## config.mk

```make
export PLATFORM = sky130hd
export DESIGN_NAME = display_scan_ctrl
export DESIGN_NICKNAME = d
export VERILOG_FILES = /design/src/rtl/display_pkg.sv /design/src/rtl/display_scan_ctrl_seg.sv /design/src/rtl/display_scan_ctrl.sv
export SDC_FILE = /design/constraint.sdc
export NUM_CORES = 1
export LEC_CHECK = 0
export BUFFER_PORTS_ARGS = -buffer_cell sky130_fd_sc_hd__buf_2
export CAP_MARGIN = 25
export CORE_MARGIN = 8
export CORE_UTILIZATION = 40
export DETAILED_ROUTE_END_ITERATION = 6
export GPL_ROUTABILITY_DRIVEN = 0
export PLACE_DENSITY = 0.61
export SYNTH_ARGS = -nofsm -noshare
export SYNTH_HDL_FRONTEND = slang
export SYNTH_SLANG_ARGS = --single-unit
```

## constraint.sdc

```tcl
create_clock -name clk -period 7.4 [get_ports clk]
set_input_delay 0.74 -clock clk [delete_from_list [all_inputs] [get_ports clk]]
set_output_delay 0.74 -clock clk [all_outputs]
set_load 0.01 [all_outputs]
```

## src/rtl/display_pkg.sv

```systemverilog
// Shared defaults and types for the multiplexed hex display scanner.
// The digit-index type is wide enough for up to 16 digits.
package display_pkg;

    localparam int         DIGITS_DEF   = 4;
    localparam int         PRESCALE_DEF = 50000;
    localparam int         IDX_W        = 4;
    localparam logic [6:0] SEG_BLANK    = 7'b1111111;

    typedef logic [IDX_W-1:0] digit_idx_t;

endpackage

```

## src/rtl/display_scan_ctrl_seg.sv

```systemverilog
// Hex nibble to active-low {g,f,e,d,c,b,a} glyph decoder.
// A low enable forces every segment off.
module sevenSegment
    import display_pkg::*;
(
    input  logic [3:0] value_i,
    input  logic       enable_i,
    output logic [6:0] seg_o
);

    always_comb begin
        seg_o = SEG_BLANK;
        if (enable_i) begin
            unique case (value_i)
                4'h0: seg_o = 7'b1000000;
                4'h1: seg_o = 7'b1111001;
                4'h2: seg_o = 7'b0100100;
                4'h3: seg_o = 7'b0110000;
                4'h4: seg_o = 7'b0011001;
                4'h5: seg_o = 7'b0010010;
                4'h6: seg_o = 7'b0000010;
                4'h7: seg_o = 7'b1111000;
                4'h8: seg_o = 7'b0000000;
                4'h9: seg_o = 7'b0010000;
                4'hA: seg_o = 7'b0001000;
                4'hB: seg_o = 7'b0000011;
                4'hC: seg_o = 7'b1000110;
                4'hD: seg_o = 7'b0100001;
                4'hE: seg_o = 7'b0000110;
                4'hF: seg_o = 7'b0001110;
            endcase
        end
    end

endmodule

```

## src/rtl/display_scan_ctrl.sv

```systemverilog
// Multiplexed hex display scanner with a single-entry pending buffer.
// New values reach the display only at frame boundaries, so no tearing.
module display_scan_ctrl
    import display_pkg::*;
#(
    parameter int DIGITS   = DIGITS_DEF,
    parameter int PRESCALE = PRESCALE_DEF
) (
    input  logic                  clk,
    input  logic                  reset,
    input  logic [DIGITS*4-1:0]   in_value,
    input  logic                  in_valid,
    output logic                  in_ready,
    input  logic                  blank_lz,
    input  logic                  enable,
    output logic [DIGITS-1:0]     digit_sel,
    output logic [6:0]            segments
);

    localparam int         CW   = (PRESCALE > 1) ? $clog2(PRESCALE) : 1;
    localparam int         DW   = DIGITS * 4;
    localparam digit_idx_t LAST = digit_idx_t'(DIGITS - 1);

    logic [CW-1:0] cnt_q, cnt_d;
    digit_idx_t    idx_q, idx_d;
    logic [DW-1:0] disp_q, disp_d;
    logic [DW-1:0] pend_q, pend_d;
    logic          full_q, full_d;

    logic tc, frame_end, xfer;

    assign tc        = (cnt_q == CW'(PRESCALE - 1));
    assign frame_end = tc && (idx_q == LAST);
    assign in_ready  = ~full_q & ~reset;
    assign xfer      = in_valid & in_ready;

    always_comb begin
        cnt_d  = tc ? '0 : cnt_q + CW'(1);
        idx_d  = idx_q;
        disp_d = disp_q;
        pend_d = pend_q;
        full_d = full_q;
        if (tc) begin
            idx_d = (idx_q == LAST) ? '0 : idx_q + digit_idx_t'(1);
        end
        if (frame_end && full_q) begin
            disp_d = pend_q;
            full_d = 1'b0;
        end
        // Copy and load are exclusive: a transfer needs full_q low.
        if (xfer) begin
            pend_d = in_value;
            full_d = 1'b1;
        end
    end

    always_ff @(posedge clk) begin
        if (reset) begin
            cnt_q  <= '0;
            idx_q  <= '0;
            disp_q <= '0;
            full_q <= 1'b0;
        end else begin
            cnt_q  <= cnt_d;
            idx_q  <= idx_d;
            disp_q <= disp_d;
            full_q <= full_d;
        end
    end

    always_ff @(posedge clk) begin
        pend_q <= pend_d;
    end

    logic [3:0]        nib;
    logic [DIGITS-1:0] zero_from;
    logic              zero_sel;
    logic              run;
    logic              blank;

    // zero_from[k]: nibbles k..DIGITS-1 are all zero
    always_comb begin
        run       = 1'b1;
        zero_from = '0;
        for (int k = DIGITS - 1; k >= 0; k--) begin
            run          = run & (disp_q[k*4 +: 4] == 4'd0);
            zero_from[k] = run;
        end
    end

    always_comb begin
        nib       = '0;
        zero_sel  = 1'b0;
        digit_sel = '1;
        for (int k = 0; k < DIGITS; k++) begin
            if (idx_q == digit_idx_t'(k)) begin
                nib      = disp_q[k*4 +: 4];
                zero_sel = zero_from[k];
                if (enable) begin
                    digit_sel[k] = 1'b0;
                end
            end
        end
    end

    assign blank = blank_lz && (idx_q != '0) && zero_sel;

    sevenSegment u_seg (
        .value_i  (nib),
        .enable_i (enable & ~blank),
        .seg_o    (segments)
    );

endmodule

```

-- After elaboration in Yosys (flattened, before gate mapping)
Memory sizes are Yosys's and may differ from the RTL's.
Index checks and enable logic that the tools add are counted.
- mux-type cells: 17
- bitwise gates (word level): 9
- add/sub/neg operators: 2
- eq/ne operators: 4
- reduce and logical (&&, ||, !) cells: 12
- operator list (cell ; count):
    logical NOT 4 bit ; 5
    2-to-1 mux 4 bit ; 5
    adder 16 x 1 -> 16 bit, second input constant ; 1
    == test 16 bit, second input constant ; 1
    2-to-1 mux 1 bit ; 11
    == test 4 x 2 -> 1 bit, second input constant ; 2
    2-to-1 mux 7 bit ; 1
    bitwise AND 1 bit ; 6
    adder 4 x 1 -> 4 bit, second input constant ; 1
    == test 4 x 1 -> 1 bit, second input constant ; 1
    logical AND 1 bit ; 4
    nonzero test 4 bit ; 1
    inverter 1 bit ; 3
    nonzero test 2 bit ; 1
    OR reduction 2 bit ; 1
- logic and storage cells: 50
- output and inout bits: 12
- memories: 1
- register bits: 53
- input port bits: 21
- bits in read-only memories: 112
- memory list (name ; words ; width ; read ports ; clocked after memory_dff ; write ports ; RTL line ; RTL):
    (name not given) ; 16 ; 7 ; 1 ; 0 ; 0 ; display_scan_ctrl_seg.sv:14 ; unique case (value_i)

-- Logic depth before layout (Yosys ltp)
- depth after elaboration: 12
- mapped depth: 13
- mapped depth without buffers: 12

-- Modules after synthesis
Synthesis repeated with hierarchy kept, for this count alone.
- cell total of the unflattened synthesis: 279
- area, all modules: 2722.6 um^2
- by module, submodules not included (module ; instances ; area an instance (um^2) ; cells each ; sequential area each (um^2)):
    display_scan_ctrl ; 1 ; 2398.6 ; 240 ; 1221.2
    sevenSegment ; 1 ; 324.1 ; 39 ; 0.0

-- Worst setup path before layout
OpenSTA, ideal clock, no wires.
- path kind: reg2out
- from: register idx_q[0]
- to: output segments[4]
- arrival: 2298 ps
- setup slack: 4362 ps
- buffers on the path: 1
- cell stages (with the launch flop): 10
- data required time: 6660 ps
- path through: dfxtp_1 > ha_1 > buf_2 > a211oi_1 > a211o_1 > nor2_1 > inv_1 > ha_1 > mux2_2 > o311ai_1
- cells in the longest elaborated chain, start to end: 9
- elaborated cells between the ends (all ways): 19
- classes of those cells: 3 x eq/ne; 9 x mux; 2 x bitwise; 4 x reduce/logical; 1 x memory
- RTL lines (item ; RTL line ; RTL):
    start, declared ; display_scan_ctrl.sv:25 ; digit_idx_t idx_q, idx_d;
    start signal, assigned ; display_scan_ctrl.sv:65 ; idx_q <= idx_d;
    branches (longest 8 deep; another with memory read (16 x 7 bit)) ; - ;
    2-to-1 mux 7 bit (*) ; display_scan_ctrl_seg.sv:13 ; if (enable_i) begin
    end, declared ; display_scan_ctrl.sv:17 ; output logic [6:0] segments
Mark *: on every way between the ends.

-- Worst setup path in the final report
- from: register idx_q[0]
- to: output segments[3]
The elaborated chain is that of the path after synthesis.

==> flow_summary.json <==
{
  "yosys_warnings": 0,
  "fmaxAchievable_ghz": 0.276,
  "arrival_ps": 2890,
  "finalSetupViolations": 0,
  "busiest_layer": "met2",
  "worst_pin_slew_ps": 731,
  "grt_pass1_vias": 1906,
  "grt_max_degree": 24,
  "p_comb_frac": 0.042,
  "ios": 33,
  "grt_use_total": 0.109,
  "max-vdd-ir-drop_v": 0.000160,
  "relSlewSlack": 0.513,
  "place_inst": 375,
  "ys_ff_latch": 53,
  "synth_fp_nets": 313,
  "fin_worst_skew_ps": 9.99,
  "seq_area_frac_synth": 0.467,
  "rsz0062_at_grt": "false",
  "syn_inst": 281,
  "worst-r2r-setup-slack_ps": 5110,
  "cpPeakStageDelay_ps": 480,
  "hold_buffers": 0,
  "mostFrequentLayoutCells": "42 x nand2_1, 37 x dfxtp_1, 32 x buf_2, 29 x nor2_1, 17 x nand3_1",
  "synth_flop_cell": "dfxtp_1",
  "n_antenna_cell": 0,
  "p_sw_mw": 0.110,
  "fin_nets": 337,
  "wl_per_cell_um": 13.6,
  "syn2layout_area_growth_pct": 9.23,
  "report.final.slew_viol_count": 0,
  "worstSetupPathType": "flip-flop to primary output",
  "drc": 0,
  "start_util": 0.412,
  "grt_use_met3": 0.0256,
  "first_pass_iters": 4,
  "dr.first_iter.drc_count": 117,
  "h-tree-depth": 2,
  "cts_root_buf": "clkbuf_8",
  "core-area_mm2": 0.00635,
  "netSwitchingFraction": 0.225,
  "numCtsBuffers": 5,
  "clk_pin_slew_ps": 90,
  "clk-insertion-delay-late_ps": 310,
  "cts_buffer_depth": 2,
  "use_met2": 0.166,
  "port_buffers": 32,
  "path_max_fanout": 16,
  "worstSetupStartpointType": "flip-flop",
  "dp_hpwl_um": 3850,
  "cts_tree": "built",
  "grt_util_met1": 0.144,
  "crit_path_cell_trace": "ha_1 -> a211oi_1 -> a211o_1 -> nor2_1 -> inv_1 -> ha_1 -> nor3_1 -> a211oi_1 -> o21ai_1 -> buf_2",
  "die_y_um": 96.9,
  "powerDensity_mw_per_mm2": 172,
  "routed_wl_um": 5220,
  "synth_edf_count": 16,
  "syn_area_mm2": 0.00262,
  "antenna_found_initial": 0,
  "period_share": 0.490,
  "finalNonFillerCells": 383,
  "status": "finished, final reports clean",
  "grt_pass1_wl_um": 8850,
  "hold_viol_final": 0,
  "pwr-share-seq": 0.626,
  "ys_async_sr_fraction": 0,
  "clkSinkCount": 53,
  "cts-resized-gates": 0,
  "worst_setup_path_end_kind": "primary output",
  "die-area_mm2": 0.00939,
  "whs_ps": 473,
  "p_leak_nw": 1.03,
  "hold_class": "flip-flop to flip-flop",
  "ys_types": 49,
  "layout-drive-gt1-share": 0.176,
  "clockPowerShare": 0.332,
  "p_int_mw": 0.380,
  "post_cts_buffers": 0,
  "maxCapViolations": 0,
  "fin_crit_ps": 3630,
  "cp.required_ps": 6660,
  "core.rowCount": 29,
  "critPathSlowestCell": "ha_1",
  "avgSynthCellArea_um2": 9.31,
  "dr_total_vias": 1998,
  "antenna_left": 0,
  "final_common_cell": "nand2_1",
  "avgViaCountPerCell": 5.22,
  "tns_ps": 0,
  "die_w_um": 96.9,
  "overflow": 0
}
Yosys cell counts, drive strengths merged, types with 2 or more instances:
| master | number | area, um^2 |
|---|---|---|
| nand2 | 42 | 158 |
| nor3 | 5 | 25.0 |
| xnor2 | 7 | 61.3 |
| a21oi | 24 | 154 |
| nor3b | 3 | 22.5 |
| dfxtp | 37 | 741 |
| ha | 11 | 138 |
| nand2b | 2 | 12.5 |
| nand3b | 3 | 22.5 |
| or2 | 3 | 18.8 |
| clkbuf | 3 | 11.3 |
| and3 | 3 | 20.0 |
| nand4 | 3 | 18.8 |
| and2 | 2 | 12.5 |
| nor2b | 3 | 18.8 |
| inv | 11 | 41.3 |
| buf | 12 | 93.8 |
| o311ai | 2 | 17.5 |
| nor4 | 4 | 25.0 |
| xor2 | 9 | 78.8 |
| o21ai | 6 | 30.0 |
| nand3 | 17 | 85.1 |
| a211oi | 6 | 50.1 |
| mux2i | 3 | 30.0 |
| edfxtp | 16 | 480 |
| nor2 | 29 | 109 |
metrics by stage:
| stage | utilization | total power [mW] | instance area (um^2) | setup WS, ps |
|---|---|---|---|---|
| floorplan | - | 0.324 | 2620 | 4360 |
| global placement | 0.436 | 0.334 | 2770 | 4210 |
| detailed placement | 0.436 | 0.335 | 2770 | 4150 |
| CTS | 0.450 | 0.496 | 2860 | 3800 |
| global route | 0.450 | 0.508 | 2860 | 3470 |
| finish | 0.450 | 0.491 | 2860 | 3770 |
cell type report:
type	instances	area, um^2
clock buffer	5	68.8
clock inverter	3	21.3
fill	635	3490
inverter	11	41.3
multi-input combinational	202	1250
sequential	53	1220
tap	77	96.3
timing repair buffer	32	160
kinds of logic (layout without fill, tap and decap cells):
kind of cell	after synthesis	after routing	share of synthesized area
adder cells (fa/ha/maj)	11	11	0.0526
AO/OA/AOI/OAI	46	46	0.121
multiplexers	4	4	0.0158
buffers and inverters	26	51	0.0559
XOR/XNOR	16	16	0.0535
AND/OR/NAND/NOR	125	125	0.234
flip-flops	53	53	0.467
flip-flops by register name, indices dropped and copies added (netlist names):
name    count
disp_q     16
full_q      1
idx_q       4
cnt_q      16
pend_q     16
routing by layer:
layer	share of wire	wire, um	vias up
met2	0.43	2250	46
met4	0.012	64	0
met3	0.040	211	4
met1	0.52	2690	924
li1	-	-	1024
met5	0	0	-
worst paths after layout:
path	start	endpoint	cells after the start
worst max-delay path	idx_q[0]$_SDFFE_PP0N_	segments[3]	10
worst min-delay path	cnt_q[0]$_SDFF_PP0_	cnt_q[0]$_SDFF_PP0_	1
worst max register to register	cnt_q[0]$_SDFF_PP0_	disp_q[10]$_SDFFE_PP0P_	6
worst min register to register	cnt_q[0]$_SDFF_PP0_	cnt_q[0]$_SDFF_PP0_	1
power by group through the flow:
stage | clock, mW | combinational (mW) | sequential [mW]
after CTS | 0.168 | 0.0209 | 0.307
final | 0.163 | 0.0207 | 0.307
after global routing | 0.177 | 0.0231 | 0.308
after detailed placement | 0 | 0.0209 | 0.314
after floorplan | 0 | 0.0109 | 0.313
after global placement | 0 | 0.0204 | 0.314
worst max-delay path, delay by kind of cell (launching register included):
family	cells	cell delay, ps
buffers and inverters	2	270
and+or+nand+nor	2	430
DFF	1	430
adders and majority gates	2	790
AOI/OAI and AO/OA	4	660
No activity file was read; power rests on OpenSTA's default activity.
